`src/rtl/face_sad_matcher_if.sv`:
```
// Registered 8-bit read port between face_sad_matcher and the image memory.
`timescale 1ns/1ps
interface face_sad_matcher_if;
    logic        mem_r_en;
    logic [17:0] mem_r_add;
    logic [7:0]  mem_r_data;

    modport master (
        output mem_r_en,
        output mem_r_add,
        input  mem_r_data
    );

    modport slave (
        input  mem_r_en,
        input  mem_r_add,
        output mem_r_data
    );
endinterface

```
`src/rtl/face_sad_matcher.sv`:
```
// Streams probe and template pixels from memory, accumulates per-face SAD
// and tracks the lowest-SAD face (ties keep the lower index).
`timescale 1ns/1ps
module face_sad_matcher #(
    parameter int PIXELS     = 64,
    parameter int FACES      = 4,
    parameter int PROBE_BASE = FACES * PIXELS,
    parameter int ID_W       = 2,
    parameter int SAD_W      = 16
) (
    input  logic                 clk,
    input  logic                 rst_n,
    input  logic                 start,
    face_sad_matcher_if.master   mem,
    output logic                 busy,
    output logic                 face_sad_valid,
    output logic [SAD_W-1:0]     face_sad,
    output logic [ID_W-1:0]      best_id,
    output logic [SAD_W-1:0]     best_sad,
    output logic                 done
);

    localparam int IW = (PIXELS > 1) ? $clog2(PIXELS) : 1;
    localparam logic [IW-1:0]   I_LAST = IW'(PIXELS - 1);
    localparam logic [ID_W-1:0] F_LAST = ID_W'(FACES - 1);

    typedef enum logic [2:0] {
        IDLE, PROBE, TMPL, FIN, CMP, DONE
    } state_t;

    state_t state, state_nx;

    logic [IW-1:0]    pix;
    logic [ID_W-1:0]  face;
    logic [17:0]      taddr;
    logic [7:0]       p_reg;
    logic [SAD_W-1:0] acc;
    logic [8:0]       diff;
    logic [7:0]       absd;
    logic             rd_en;
    logic [17:0]      rd_add;

    always_ff @(posedge clk or negedge rst_n) begin
        if (!rst_n) state <= IDLE;
        else        state <= state_nx;
    end

    always_comb begin
        state_nx = state;
        unique case (state)
            IDLE:    if (start) state_nx = PROBE;
            PROBE:   state_nx = TMPL;
            TMPL:    state_nx = (pix == I_LAST) ? FIN : PROBE;
            FIN:     state_nx = CMP;
            CMP:     state_nx = (face == F_LAST) ? DONE : PROBE;
            DONE:    state_nx = IDLE;
            default: state_nx = IDLE;
        endcase
    end

    always_comb begin
        rd_en          = 1'b0;
        rd_add         = '0;
        busy           = 1'b0;
        face_sad_valid = 1'b0;
        face_sad       = '0;
        done           = 1'b0;
        unique case (state)
            PROBE: begin
                rd_en  = 1'b1;
                rd_add = 18'(PROBE_BASE) + 18'(pix);
                busy   = 1'b1;
            end
            TMPL: begin
                rd_en  = 1'b1;
                rd_add = taddr;
                busy   = 1'b1;
            end
            FIN:  busy = 1'b1;
            CMP: begin
                busy           = 1'b1;
                face_sad_valid = 1'b1;
                face_sad       = acc;
            end
            DONE:    done = 1'b1;
            default: ;
        endcase
    end

    assign mem.mem_r_en  = rd_en;
    assign mem.mem_r_add = rd_add;

    // Template byte arriving now is compared against the held probe byte.
    assign diff = {1'b0, p_reg} - {1'b0, mem.mem_r_data};
    assign absd = diff[8] ? (~diff[7:0] + 8'd1) : diff[7:0];

    always_ff @(posedge clk or negedge rst_n) begin
        if (!rst_n) begin
            pix      <= '0;
            face     <= '0;
            taddr    <= '0;
            p_reg    <= '0;
            acc      <= '0;
            best_id  <= '0;
            best_sad <= '0;
        end else begin
            unique case (state)
                IDLE: begin
                    if (start) begin
                        pix      <= '0;
                        face     <= '0;
                        taddr    <= '0;
                        acc      <= '0;
                        best_id  <= '0;
                        best_sad <= '1;
                    end
                end
                PROBE: begin
                    if (pix != '0) acc <= acc + SAD_W'(absd);
                end
                TMPL: begin
                    p_reg <= mem.mem_r_data;
                    taddr <= taddr + 18'd1;
                    if (pix != I_LAST) pix <= pix + 1'b1;
                end
                FIN: acc <= acc + SAD_W'(absd);
                CMP: begin
                    if (face == '0 || acc < best_sad) begin
                        best_sad <= acc;
                        best_id  <= face;
                    end
                    if (face != F_LAST) begin
                        face <= face + 1'b1;
                        pix  <= '0;
                        acc  <= '0;
                    end
                end
                DONE:    ;
                default: ;
            endcase
        end
    end

endmodule

```
`src/flat_wrapper.sv`:
```
// flat-port wrapper written by rule: the top's interface ports become plain ports
module face_sad_matcher_flat 
#(
    parameter int PIXELS     = 64,
    parameter int FACES      = 4,
    parameter int PROBE_BASE = FACES * PIXELS,
    parameter int ID_W       = 2,
    parameter int SAD_W      = 16
)
  (clk, rst_n, start, busy, face_sad_valid, face_sad, best_id, best_sad, done, mem_mem_r_en, mem_mem_r_add, mem_mem_r_data);
  face_sad_matcher_if mem_i ();
  input  logic clk;
  input  logic rst_n;
  input  logic start;
  output logic busy;
  output logic face_sad_valid;
  output logic [SAD_W-1:0] face_sad;
  output logic [ID_W-1:0] best_id;
  output logic [SAD_W-1:0] best_sad;
  output logic done;
  output wire logic [$bits(mem_i.mem_r_en)-1:0] mem_mem_r_en;
  output wire logic [$bits(mem_i.mem_r_add)-1:0] mem_mem_r_add;
  input wire logic [$bits(mem_i.mem_r_data)-1:0] mem_mem_r_data;
  assign mem_mem_r_en = mem_i.mem_r_en;
  assign mem_mem_r_add = mem_i.mem_r_add;
  assign mem_i.mem_r_data = mem_mem_r_data;
  face_sad_matcher #(.PIXELS(PIXELS), .FACES(FACES), .PROBE_BASE(PROBE_BASE), .ID_W(ID_W), .SAD_W(SAD_W)) u_core (.clk(clk), .rst_n(rst_n), .start(start), .mem(mem_i), .busy(busy), .face_sad_valid(face_sad_valid), .face_sad(face_sad), .best_id(best_id), .best_sad(best_sad), .done(done));
endmodule
```
`config.mk`:
```
export PLATFORM = sky130hd
export DESIGN_NAME = face_sad_matcher_flat
export DESIGN_NICKNAME = d
export VERILOG_FILES = /design/src/rtl/face_sad_matcher_if.sv /design/src/rtl/face_sad_matcher.sv /design/src/flat_wrapper.sv
export SDC_FILE = /design/constraint.sdc
export NUM_CORES = 1
export LEC_CHECK = 0
export ABC_AREA = 1
export ABC_CLOCK_PERIOD_IN_PS = 3100
export CAP_MARGIN = 0
export CORE_MARGIN = 2
export CORE_UTILIZATION = 45
export CTS_CLUSTER_DIAMETER = 120
export DETAILED_ROUTE_END_ITERATION = 10
export PLACE_DENSITY = 0.67
export SETUP_SLACK_MARGIN = 0.4
export SYNTH_ARGS = -nofsm -noshare
export SYNTH_HDL_FRONTEND = slang
export SYNTH_SLANG_ARGS = --single-unit
export TNS_END_PERCENT = 10
```
`constraint.sdc`:
```
create_clock -name clk -period 3.1 [get_ports clk]
set_clock_uncertainty 0.2 [all_clocks]
set_input_delay 0.31 -clock clk [delete_from_list [all_inputs] [get_ports clk]]
set_output_delay 0.31 -clock clk [all_outputs]
set_load 0.1 [all_outputs]
```
======== Word level (Yosys, flattened, before mapping) ========
Cells that the tools add are included.
storage, ports and cells
  flip-flop bits (word level) ............. 71
  latch bits .............................. 0
  memory bits (writable) .................. 0
  bits in read-only memories .............. 0
  bits of input ports ..................... 11
  output and inout bits ................... 56
  logic and storage cells ................. 75
  memories kept ........................... 0
operators by class
  add/subtract/negate cells ............... 7
  $mul .................................... 0
  div/mod/pow operators ................... 0
  magnitude comparators ................... 1
  eq/ne operators ......................... 14
  shift operators ......................... 0
  muxes and demuxes ....................... 29
  bitwise gates (word level) .............. 1
  reduce and logical (&&, ||, !) cells .... 15
operators by type and width
  operator                                                         number
  16-bit 2-to-1 mux                                                6
  18-bit case mux with 2 select lines                              2
  16-bit case mux with 4 select lines                              1
  16-bit case mux with 2 select lines                              1
  18-bit by 1-bit adder with 18-bit output, second input constant  1
  18-bit 2-to-1 mux                                                1
  6-bit 2-to-1 mux                                                 3
  6-bit case mux with 3 select lines                               1
  16-bit by 8-bit adder with 16-bit output                         1
  16-bit less-than comparator                                      1
  3-bit case mux with 5 select lines                               1
  9-bit by 6-bit adder with 10-bit output, first input constant    1
  8-bit by 8-bit subtractor with 9-bit output                      1
  8-bit by 1-bit adder with 8-bit output, second input constant    1
  2-bit 2-to-1 mux                                                 4
  8-bit 2-to-1 mux                                                 1
  2-bit by 1-bit != test with 1-bit output, second input constant  4
  8-bit inverter                                                   1
  2-bit case mux with 2 select lines                               2
  4-bit AND reduction                                              2
  6-bit by 1-bit adder with 6-bit output, second input constant    1
  3-bit by 2-bit == test with 1-bit output, second input constant  2
  3-bit == test, second input constant                             2
  6-bit == test, second input constant                             1
  18 further kinds                                                 25

======== Longest topological paths before layout ========
Gate-level depths: netlist of the first run.
  depth after elaboration ................. 7
  mapped depth ............................ 25
  gate-level depth less buffers ........... 25

======== Worst setup path after synthesis of the first run ========
No wires, ideal clock.
  path type ............................... register to output
  from .................................... register u_core.state[2]
  to ...................................... output mem_mem_r_add[8]
  arrival time ............................ 2.954 ns
  required time ........................... 2.590 ns
  slack ................................... -0.364 ns
  cell stages (with the launch flop) ...... 5
  buffers on the path ..................... 1
  cell sequence ........................... dfrtp_1 inv_2 nand3_2 clkbuf_1 o21ai_0
between the ends
  word-level cells in the longest chain between the ends .. 2
  elaborated cells between the ends (all ways) .. 3
  those cells by class .................... 2 x eq/ne; 1 x mux
RTL lines
  what                                                                                                         RTL line                source
  start: declaration                                                                                           face_sad_matcher.sv:31  state_t state, state_nx;
  start signal: assignment                                                                                     face_sad_matcher.sv:45  else state <= state_nx;
  3-bit by 2-bit == test with 1-bit output / 3-bit by 1-bit == test with 1-bit output (equally long branches)  face_sad_matcher.sv:68  unique case (state)
  18-bit case mux with 2 select lines *                                                                        face_sad_matcher.sv:68
  end: declaration                                                                                             flat_wrapper.sv:22      output wire logic [$bits(mem_i.mem_r_add)-1:0] mem_mem_r_add;
Mark *: on every way between the ends. The rest lies on a longest branch, timed or not.

======== Worst setup path in the final report of the first run ========
  from .................................... input mem_mem_r_data[1]
  to ...................................... register u_core.acc[15]
between the ends
  word-level cells in the longest chain between the ends .. 7
RTL lines
  what                                           RTL line                                          source
  start: declaration                             flat_wrapper.sv:23                                input wire logic [$bits(mem_i.mem_r_data)-1:0] mem_mem_r_data;
  8-bit by 8-bit subtractor with 9-bit output *  face_sad_matcher.sv:94                            assign diff = {1'b0, p_reg} - {1'b0, mem.mem_r_data};
  8-bit inverter                                 face_sad_matcher.sv:95                            assign absd = diff[8] ? (~diff[7:0] + 8'd1) : diff[7:0];
  8-bit by 1-bit adder with 8-bit output         face_sad_matcher.sv:95
  8-bit 2-to-1 mux *                             face_sad_matcher.sv:95
  16-bit by 8-bit adder with 16-bit output *     face_sad_matcher.sv:119, face_sad_matcher.sv:126
  16-bit 2-to-1 mux                              face_sad_matcher.sv:119                           if (pix != '0) acc <= acc + SAD_W'(absd);
  16-bit case mux with 4 select lines *          face_sad_matcher.sv:107                           unique case (state)
  end signal: assignment                         face_sad_matcher.sv:119
  end signal: assignment                         face_sad_matcher.sv:126                           FIN: acc <= acc + SAD_W'(absd);
  end: declaration                               face_sad_matcher.sv:37                            logic [SAD_W-1:0] acc;
Mark *: on every way between the ends. The rest lies on a longest branch, timed or not. The select of a mux whose other input is x is not followed.
A chain may end at the register's enable or synchronous reset.

==> results of run 1 <==
==> cells in the final DEF, fill, tap and decap left out, types with 3 or more instances in the layout <==
cell type        synthesis  final
ha_1                    39     33
ha_4                     0      5
buf_6                    1      5
nand2_4                  2      5
clkinv_2                 0      3
nor2_1                  59     56
a21oi_1                 38     29
nand2_2                  9     18
xor2_1                   7      7
o211ai_1                 4      4
nor2_4                   3      4
nand3_1                 48     45
o21ai_0                 40     31
a21oi_2                  0      8
dfrtp_1                 71     71
inv_2                    8     11
nand3_2                  2      4
clkdlybuf4s50_1          0      8
clkbuf_8                 0     10
buf_12                   0     25
nor3_1                   9      8
inv_1                  119    115
o21ai_1                  7     13
o22ai_1                 13     13
nand4_1                 12     12
xnor2_1                  3      3
o21ai_2                  0      3
buf_4                    1     77
nand2_1                166    154
==> area by class of cell <==
type	count	area [sq um]
Clock buffer	10	138
Clock inverter	5	35.0
Timing Repair Buffer	118	1240
Inverter	129	490
Sequential cell	71	1780
Tap cell	140	175
Multi-Input combinational cell	482	2880
Fill cell	973	4110
==> repair_timing <==
action / CTS / global route
pin swaps: 25 / 17
setup endpoints to repair: 30 / 15
buffers inserted: 9 / 6
gates resized for setup: 40 / 21
hold buffers: 1 / 0
endpoints found under the hold margin: 21 / 0
==> cell families (layout without fill, tap and decap cells) <==
| logic type | after synthesis | in the layout |
|---|---|---|
| compound gates | 111 | 111 |
| xor+xnor | 10 | 10 |
| fa+ha+maj | 41 | 41 |
| buf+inv | 143 | 262 |
| flops | 71 | 71 |
| simple gates | 320 | 320 |
==> worst reg2reg max path: cells and delay by family, from the launching register on <==
kind / cells / cell delay (ns)
simple gates: 6 / 0.57
compound gates: 5 / 0.69
flops: 1 / 0.38
buf+inv: 5 / 0.41
fa+ha+maj: 3 / 0.83
xor+xnor: 1 / 0.16
==> metal layers <==
metal  track usage (%)  wire (um)
met4              9.31        285
met1              28.9       5920
met2              41.4       6800
met3              3.79        562
met5                 0          0
==> worst paths after layout <==
path | start | cells after the start | endpoint | slack [ns]
max in group asynchronous | rst_n | 3 | u_core.pix[1] | 1.65
hold reg to reg | u_core.p_reg[3] | 2 | u_core.p_reg[3] | 0.30
min in group asynchronous | rst_n | 2 | u_core.best_sad[9] | 0.28
setup reg to reg | u_core.p_reg[0] | 20 | u_core.acc[15] | -0.24
hold / removal | mem_mem_r_data[0] | 3 | u_core.p_reg[0] | 0.07
setup / recovery | mem_mem_r_data[1] | 20 | u_core.acc[15] | -0.27
==> per-stage QoR <==
stage                     setup WS, ns  utilization, %  setup TNS (ns)  instances  hold WS, ns
final                           -0.269            62.1           -1.89        955       0.0732
after floorplan                -0.0104               -         -0.0104        696       -0.186
after CTS                       -0.200            60.9           -1.64        949        0.282
after detailed placement        -0.656            57.4           -7.28        924        0.133
after global placement          -0.575            57.4           -6.23        924        0.137
after global routing            -0.417            62.1           -4.52        955        0.103
==> flow_metrics.env, run 1 <==
export IMPL_fin_ws_ns=-0.269
export IMPL_cp_buffers_inverters=4
export IMPL_gp_congestion=0.915
export IMPL_synthCells=696
export IMPL_synthXorXnorAreaFrac_pct=1.75
export IMPL_synth_top_family_by_area="simple AND/OR/NAND/NOR gates"
export IMPL_clock_sinks=71
export IMPL_ios=67
export IMPL_final_antenna_net_count=0
export IMPL_drive_gt1_share_pct=24.2
export IMPL_critPathMaxStageDelay_ns=0.45
export IMPL_hp_class="primary input to flop"
export IMPL_slew_limit_headroom_pct=60.9
export IMPL_fin_crit_sh_pct=109
export IMPL_syn2layout_area_growth_pct=34.5
export IMPL_grt_pass1_vias=4884
export IMPL_antenna_cells=0
export IMPL_cts_buffers=9
export IMPL_largest_reg_flops=18
export IMPL_yosys_top_cells_count="nand2_1, inv_1, dfrtp_1, nor2_1, nand3_1"
export IMPL_cap_viol_max_count=0
export IMPL_via_count=4922
export IMPL_crit_path_cell_trace="clkdlybuf4s50_1 > inv_1 > buf_4 > ha_1 > nand3_1 > nand2_1 > nand2_1 > nand2_1 > nand3_1 > nor2_1 > a21oi_2 > xnor2_1 > ha_1 > a21oi_2 > nor2_2 > a21oi_2 > a21oi_4 > buf_4 > a31oi_1 > nor2_1"
export IMPL_synth_fp_nets=748
export IMPL_dpl_cell_area_sq_um=6220
export IMPL_netlist_area_sq_um=5010
export IMPL_synth_seq_cells=71
export IMPL_synth_adder_area_share_pct=10.5
export IMPL_fp_dieH_um=109
export IMPL_cp_top_family="buffers and inverters"
export IMPL_biggestRegsByFlops="u_core.taddr: 18 flops, u_core.acc: 16 flops, u_core.best_sad: 16 flops"
export IMPL_synthSimpleGateAreaFrac_pct=28.8
export IMPL_grt_usage_pct=23.6
export IMPL_grt_pass1_wl_um=22400
export IMPL_fmaxAchievable_mhz=297
export IMPL_cp_slowest_cell="clkdlybuf4s50_1"
export IMPL_grt_overflow=0
export IMPL_dieWidth_um=109
export IMPL_top_register="u_core.taddr"
export IMPL_drc_errors=0
export IMPL_synth_top_area_cell="dfrtp_1"
export IMPL_initial_core_util_pct=46.2
export IMPL_nets=863
export IMPL_finalSetupViolCount=12
export IMPL_synth_edf_count=0
export IMPL_synth_compound_area_share_pct=12.1
export IMPL_antenna_found_initial=0
export IMPL_insertion_delay_ns=0.36
export IMPL_endpoint_kind="flop"
export IMPL_firstDrtPassIters=5
export IMPL_synth_top_area_share_pct=35.5
export IMPL_drt_iter0_drc=286
export IMPL_yosysMostFrequentCell="nand2_1"
export IMPL_grt_max_degree=26
export IMPL_violations="setup timing"
export IMPL_root_buffer="clkbuf_8"
export IMPL_worstSetupPathType="primary input to flop"
export IMPL_worst_slew_pin_slew_ns=0.584
export IMPL_critPathArrivalTime_ns=3.41
export IMPL_wl_per_cell_um=14.2
export IMPL_synth_avg_cell_area_sq_um=7.19
export IMPL_finalHoldViolCount=0
export IMPL_yosysWarnings=0
export IMPL_fp_coreArea_sq_um=10800
export IMPL_cts_tree="built"
export IMPL_outcome="finished, violations left"
export IMPL_rsz0062_at_grt="true"
export IMPL_io_buffer_count=66
export IMPL_fin_crit_ns=3.37
export IMPL_rows=38
export IMPL_hpwl_um=9980
export IMPL_required_ns=3.15
export IMPL_synthFlopType="dfrtp_1"
export IMPL_synth_area_mux_share_pct=0
export IMPL_drt_vias_per_instance=5.15
export IMPL_clk_path_buf_depth=2
export IMPL_synth_area_leaders="dfrtp_1, nand2_1, ha_1"
export IMPL_path_clk_slew_ns=0.08
export IMPL_yosysSeqAreaShare_pct=35.5
export IMPL_worstPathMaxFanout=4
export IMPL_htree_levels=3
export IMPL_wirelength_um=13600
export IMPL_worst_setup_path_start_kind="primary input"
export IMPL_postSynth_asyncResetShare_pct=100
export IMPL_post_synth_num_cell_types=40
export IMPL_postLayoutCellArea_sq_um=6730
export IMPL_die_area_sq_um=12000
export IMPL_slew_violations=0
Power of run 1 is left out: the tool's default activity adds up to more than one toggle a clock period on the data nets, which glitch-free logic cannot reach.
==> run 2, diff against run 1 <==
--- a/config.mk
+++ b/config.mk
@@ -8,7 +8,6 @@
 export ABC_AREA = 1
 export ABC_CLOCK_PERIOD_IN_PS = 3100
 export CAP_MARGIN = 0
-export CORE_MARGIN = 2
 export CORE_UTILIZATION = 45
 export CTS_CLUSTER_DIAMETER = 120
 export DETAILED_ROUTE_END_ITERATION = 10
==> run 2 against run 1 <==
The run still ends with setup timing left. Core utilization decreased by 0.17 points. Worst hold slack improved by 0.090 ns. Non-clock buffer count decreased by 11. Critical path depth increased by 2. Die area decreased by 3.6%. Routed wire length decreased by 0.89%. Global-route usage increased by 0.61 points. Via count increased by 0.65%. Count of clock-buffer cells in the layout increased by 1. Flip-flop and latch count unchanged. Critical path type is now flop to flop.
==> flow_metrics.env, run 2 (synthesis results as in run 1) <==
export IMPL_outcome="finished, violations left"
export IMPL_violations="setup timing"
export IMPL_rows=38
export IMPL_rsz0062_at_grt="true"
export IMPL_fp_dieH_um=107
export IMPL_drc_errors=0
export IMPL_hold_depth=3
export IMPL_nets=852
export IMPL_endpoint_kind="flop"
export IMPL_placed_cells=914
export IMPL_layoutNonFillerInstCount=945
export IMPL_fin_crit_ns=3.38
export IMPL_io_buffer_count=66
export IMPL_dieWidth_um=107
export IMPL_ios=67
export IMPL_final_common_cell="nand2_1"
export IMPL_cts_tree="built"
export IMPL_wl_per_cell_um=14.2
export IMPL_htree_levels=3
export IMPL_mostFrequentLayoutCells="nand2_1, inv_1, dfrtp_1"
export IMPL_root_buffer="clkbuf_8"
export IMPL_slew_violations=0
export IMPL_insertion_delay_ns=0.36
export IMPL_cts_buffers=9
export IMPL_hpwl_um=9550
export IMPL_required_ns=3.16
export IMPL_clock_sinks=71
export IMPL_worst_slew_pin_slew_ns=0.701
export IMPL_worst_setup_path_start_kind="flop"
export IMPL_die_area_sq_um=11600
export IMPL_drt_vias_per_instance=5.24
export IMPL_crit_top_cell="nand2_2"
export IMPL_finalHoldViolCount=0
export IMPL_cap_viol_max_count=0
export IMPL_crit_path_cell_trace="inv_2 > ha_4 > inv_4 > fa_2 > nand3_2 > nand2_2 > nand4_1 > o211ai_1 > nor2_1 > xor2_1 > inv_1 > ha_4 > nand3_2 > nand2_2 > nand2_2 > nand2_2 > nand2_2 > a21oi_4 > buf_4 > nand3_1 > nand2_1 > nor2_1"
export IMPL_firstDrtPassIters=5
export IMPL_cp_slowest_cell="dfrtp_1"
export IMPL_drt_iter0_drc=217
export IMPL_grt_pass1_vias=4777
export IMPL_top_register="u_core.taddr"
export IMPL_fp_coreArea_sq_um=10800
export IMPL_largest_reg_flops=18
export IMPL_critPathMaxStageDelay_ns=0.37
export IMPL_r2r_slack_ns=-0.28
export IMPL_wirelength_um=13400
export IMPL_worstPathMaxFanout=6
export IMPL_grt_pass1_wl_um=22000
export IMPL_fin_ws_ns=-0.276
export IMPL_grt_usage_pct=24.2
export IMPL_antenna_found_initial=0
export IMPL_slew_limit_headroom_pct=53.3
export IMPL_grt_overflow=0
export IMPL_worstSetupPathType="flop to flop"
export IMPL_r2r_cells=22
export IMPL_final_antenna_net_count=0
export IMPL_dpl_worst_slack_ns=-0.667
export IMPL_dpl_cell_area_sq_um=6160
export IMPL_fillCellCount=951
export IMPL_finalSetupViolCount=12
export IMPL_syn2layout_area_growth_pct=34.1
export IMPL_antenna_cells=0
export IMPL_biggestRegsByFlops="u_core.taddr: 18 flops, u_core.acc: 16 flops, u_core.best_sad: 16 flops"
export IMPL_drive_gt1_share_pct=24.5
export IMPL_fmaxAchievable_mhz=296
export IMPL_grt_max_degree=44
export IMPL_clk_path_buf_depth=2
export IMPL_postLayoutCellArea_sq_um=6710
export IMPL_gp_congestion=0.872
export IMPL_path_clk_slew_ns=0.08
export IMPL_setup_tns_ns=-1.96
export IMPL_fin_crit_sh_pct=109
export IMPL_hp_class="primary input to flop"
export IMPL_critPathArrivalTime_ns=3.44
export IMPL_initial_core_util_pct=46.2
export IMPL_via_count=4954
==> run 2: changes by cell type in the layout (fill, tap and decap cells not counted), moves of 3 or more <==
| cell | previous run | this run |
|---|---|---|
| nand2_2 | 18 | 21 |
| buf_6 | 5 | 2 |
| inv_2 | 11 | 14 |
| ha_1 | 33 | 30 |
| buf_4 | 77 | 68 |
| inv_1 | 115 | 111 |
==> run 2: layout make-up <==
| class | instances | area [sq um] | area share, % |
|---|---|---|---|
| clock buffers | 11 | 151 | 2.25 |
| clock inverters | 5 | 56.3 | 0.839 |
| inverters | 129 | 493 | 7.34 |
| multi-input cells | 482 | 2900 | 43.3 |
| flip-flops and latches | 71 | 1780 | 26.5 |
| well taps | 140 | 175 | 2.61 |
| repair buffers | 107 | 1160 | 17.2 |
==> run 2: per-layer routing <==
layer,part of all wire (%),GRT usage [%],vias up
li1,-,-,2445
met1,41,29.4,2326
met2,52,42.7,152
met3,4.4,2.66,31
met4,2.7,11.6,0
met5,0,0,-
==> run 2: worst paths after layout <==
path	end	startpoint
max	u_core.acc[11]	u_core.p_reg[0]
min	u_core.p_reg[0]	mem_mem_r_data[0]
max reg2reg	u_core.acc[11]	u_core.p_reg[0]
min reg2reg	u_core.p_reg[7]	u_core.p_reg[7]
max in group asynchronous	u_core.p_reg[3]	rst_n
min in group asynchronous	u_core.face[0]	rst_n
==> run 2: through the flow <==
stage	utilization (%)	hold slack, ns
6_report	61.9	0.163
5_1_grt	61.9	0.191
4_1_cts	61.4	0.149
3_5_place_dp	56.8	0.204
3_3_place_gp	56.8	0.184
2_1_floorplan	-	-0.186
==> run 2: critical path, delay by kind of cell, from the launching register on <==
kind                     cells  cell delay (ns)
buffers and inverters        4             0.33
XOR/XNOR                     1             0.19
flip-flops                   1             0.37
adder cells (fa/ha/maj)      3             0.80
AND/OR/NAND/NOR             12             0.98
AO/OA/AOI/OAI                2             0.40
==> run 2: repair_timing <==
action / 4_1_cts / 5_1_grt
pin swaps: 44 / 16
cloned: 0 / 0
resized for setup: 53 / 11
setup buffers: 10 / 4
hold buffers: 1 / 0
endpoints found under the setup margin: 32 / 15
endpoints found under the hold margin: 28 / 0
Power of run 2 is left out for the same reason.
==> patch: new RTL, config.mk and constraints of run 1 <==
`PIXELS` is set to 64 in 2 places; all go to 128.
--- a/src/rtl/face_sad_matcher.sv
+++ b/src/rtl/face_sad_matcher.sv
@@ -3,5 +3,5 @@
 `timescale 1ns/1ps
 module face_sad_matcher #(
-    parameter int PIXELS     = 64,
+    parameter int PIXELS     = 128,
     parameter int FACES      = 4,
     parameter int PROBE_BASE = FACES * PIXELS,
--- a/src/flat_wrapper.sv
+++ b/src/flat_wrapper.sv
@@ -2,5 +2,5 @@
 module face_sad_matcher_flat 
 #(
-    parameter int PIXELS     = 64,
+    parameter int PIXELS     = 128,
     parameter int FACES      = 4,
     parameter int PROBE_BASE = FACES * PIXELS,
Function: changed (Yosys sat finds a counterexample within 4 cycles, from zero or initial values and one cycle with rst_n low).
==> patch against run 1 <==
The run still ends with negative setup slack left; sequential cell count increased by 1; wire length increased by 0.39%; cell area increased by 1.8%; critical path depth increased by 1; global-route usage decreased by 0.83 points; synthesized area decreased by 1.4%; setup slack improved by 62 ps; final cell count decreased by 1.2%; core utilization increased by 1.4 points; critical path type unchanged; critical endpoint unchanged.
Power is not shown: default switching activity piles up to over one toggle a cycle in this logic, so the estimate is an artifact.
==> patch: results (changes against run 1) <==
Critical path
  – Crit path max fanout: 4 (unchanged)
  – CP Launch Point: mem_mem_r_data[3]
  – CP top delay family: simple AND/OR/NAND/NOR gates
  – R2r worst-path depth: 21 (+5.0%)

Finish
  – NonClk Buf Share: 17.1% (-1.4 points)
  – Design Area, Final: 6860 µm² (+1.8%)
  – Register area: 1800 µm² (+1.4%)
  – Seq cells: 72 (+1.4%)
  – Inverter count: 117 (-9.3%)
  – Multi-input logic portion of the cell area: 44.3% (+1.6 points)
  – Non-Clock Buffer Count: 117 (-0.85%)
  – Final #Nets: 851 (-1.4%)
  – Filler cells: 894 (-8.1%)
  – Clk cell area share: 3.43% (+0.87 points)

Floorplanning
  – Core ar.: 10800 µm² (-0.44%)

Placement
  – Dpl ws: -670 ps (-13.7 ps)
  – RePlAce Congestion: 0.865 (-5.5%)
  – DP Wirelength: 9120 µm (-8.6%)
  – Post-DP Area: 6090 µm² (-2.0%)

CTS
  – Clock slew at reported path FFs: 80 ps (about the same)
  – Resize count post-CTS: 36 (-10%)
  – Clk buf depth: 2 (unchanged)

STA
  – Worst Tran Pin Value: 648 ps (+64.5 ps)
  – Final setup fails: 12 (unchanged)
  – Setup WS post-layout: -207 ps (+62.0 ps)

Hold path
  – Hold Crit Endpoint: u_core.p_reg[0]$_DFFE_PN0P_

Outcome
  – Status: complete, but fails checks
  – Failing checks: negative setup slack

Yosys
  – Yosys cell types: 38 (-5.0%)
  – Sequential area share after synthesis: 36.5% (+1.0 points)
  – Syn_nets: 739 (-1.2%)
  – Top post-synthesis cells by area: dfrtp_1 (37%), nand2_1 (13%), ha_1 (9.9%), inv_1 (8.6%), nand3_1 (5.1%)
  – Synth cell count leaders: nand2_1 (167), inv_1 (113), dfrtp_1 (72), nor2_1 (58), nand3_1 (50)

Route
  – Routed wl met2: 6550 µm (-3.6%)
  – WL final: 13600 µm (+0.39%)
  – DR WL met3: 611 µm (+8.7%)
  – M1 WL: 6040 µm (+1.9%)
  – Initial DRC count: 316 (+10%)

GRT
  – First-pass GRT wire length: 21500 µm (-3.9%)
  – Initial antenna violation count: 0 (unchanged)
  – Pin count of the biggest net entering global routing: 73 (+180%)
  – Vias in the first global route: 4714 (-3.5%)
  – GRT Total Usage: 22.8% (-0.83 points)
  – Met3 usage: 4.12% (+0.33 points)
  – Global Route met1 Usage: 29.9% (+0.95 points)
-- patch: cell types whose count changed in the layout (fill, tap and decap cells not counted), sizes merged, moves of 2 or more --
cell    delta
a21oi      +8
nand2      -6
clkinv     -2
inv       -12
bufinv     +3
o21ai      -3
nor3       +3
-- patch: cell families (layout without fill, tap and decap cells) --
group	Yosys count	after routing	synth area share (%)
and+or+nand+nor	315	315	27.6
buffers and inverters	133	250	10.7
AOI/OAI and AO/OA	116	116	12.7
DFF	72	72	36.5
adders and majority gates	41	41	10.7
xor gates and xnor gates	10	10	1.77
-- patch: per-stage QoR --
stage	TNS, ps	hold WS, ps	std cells
floorplan	-176	-186	687
global placement	-6000	170	913
detailed placement	-6870	173	913
CTS	-1380	154	939
global route	-4260	221	944
finish	-1790	172	944
-- patch: worst reg2reg max path, delay by kind of cell, from the launching register on --
kind            cells  cell delay [ps]
fa+ha+maj           3              780
compound gates      3              540
xor+xnor            1              160
simple gates       11              980
flops               1              380
buf+inv             3              190
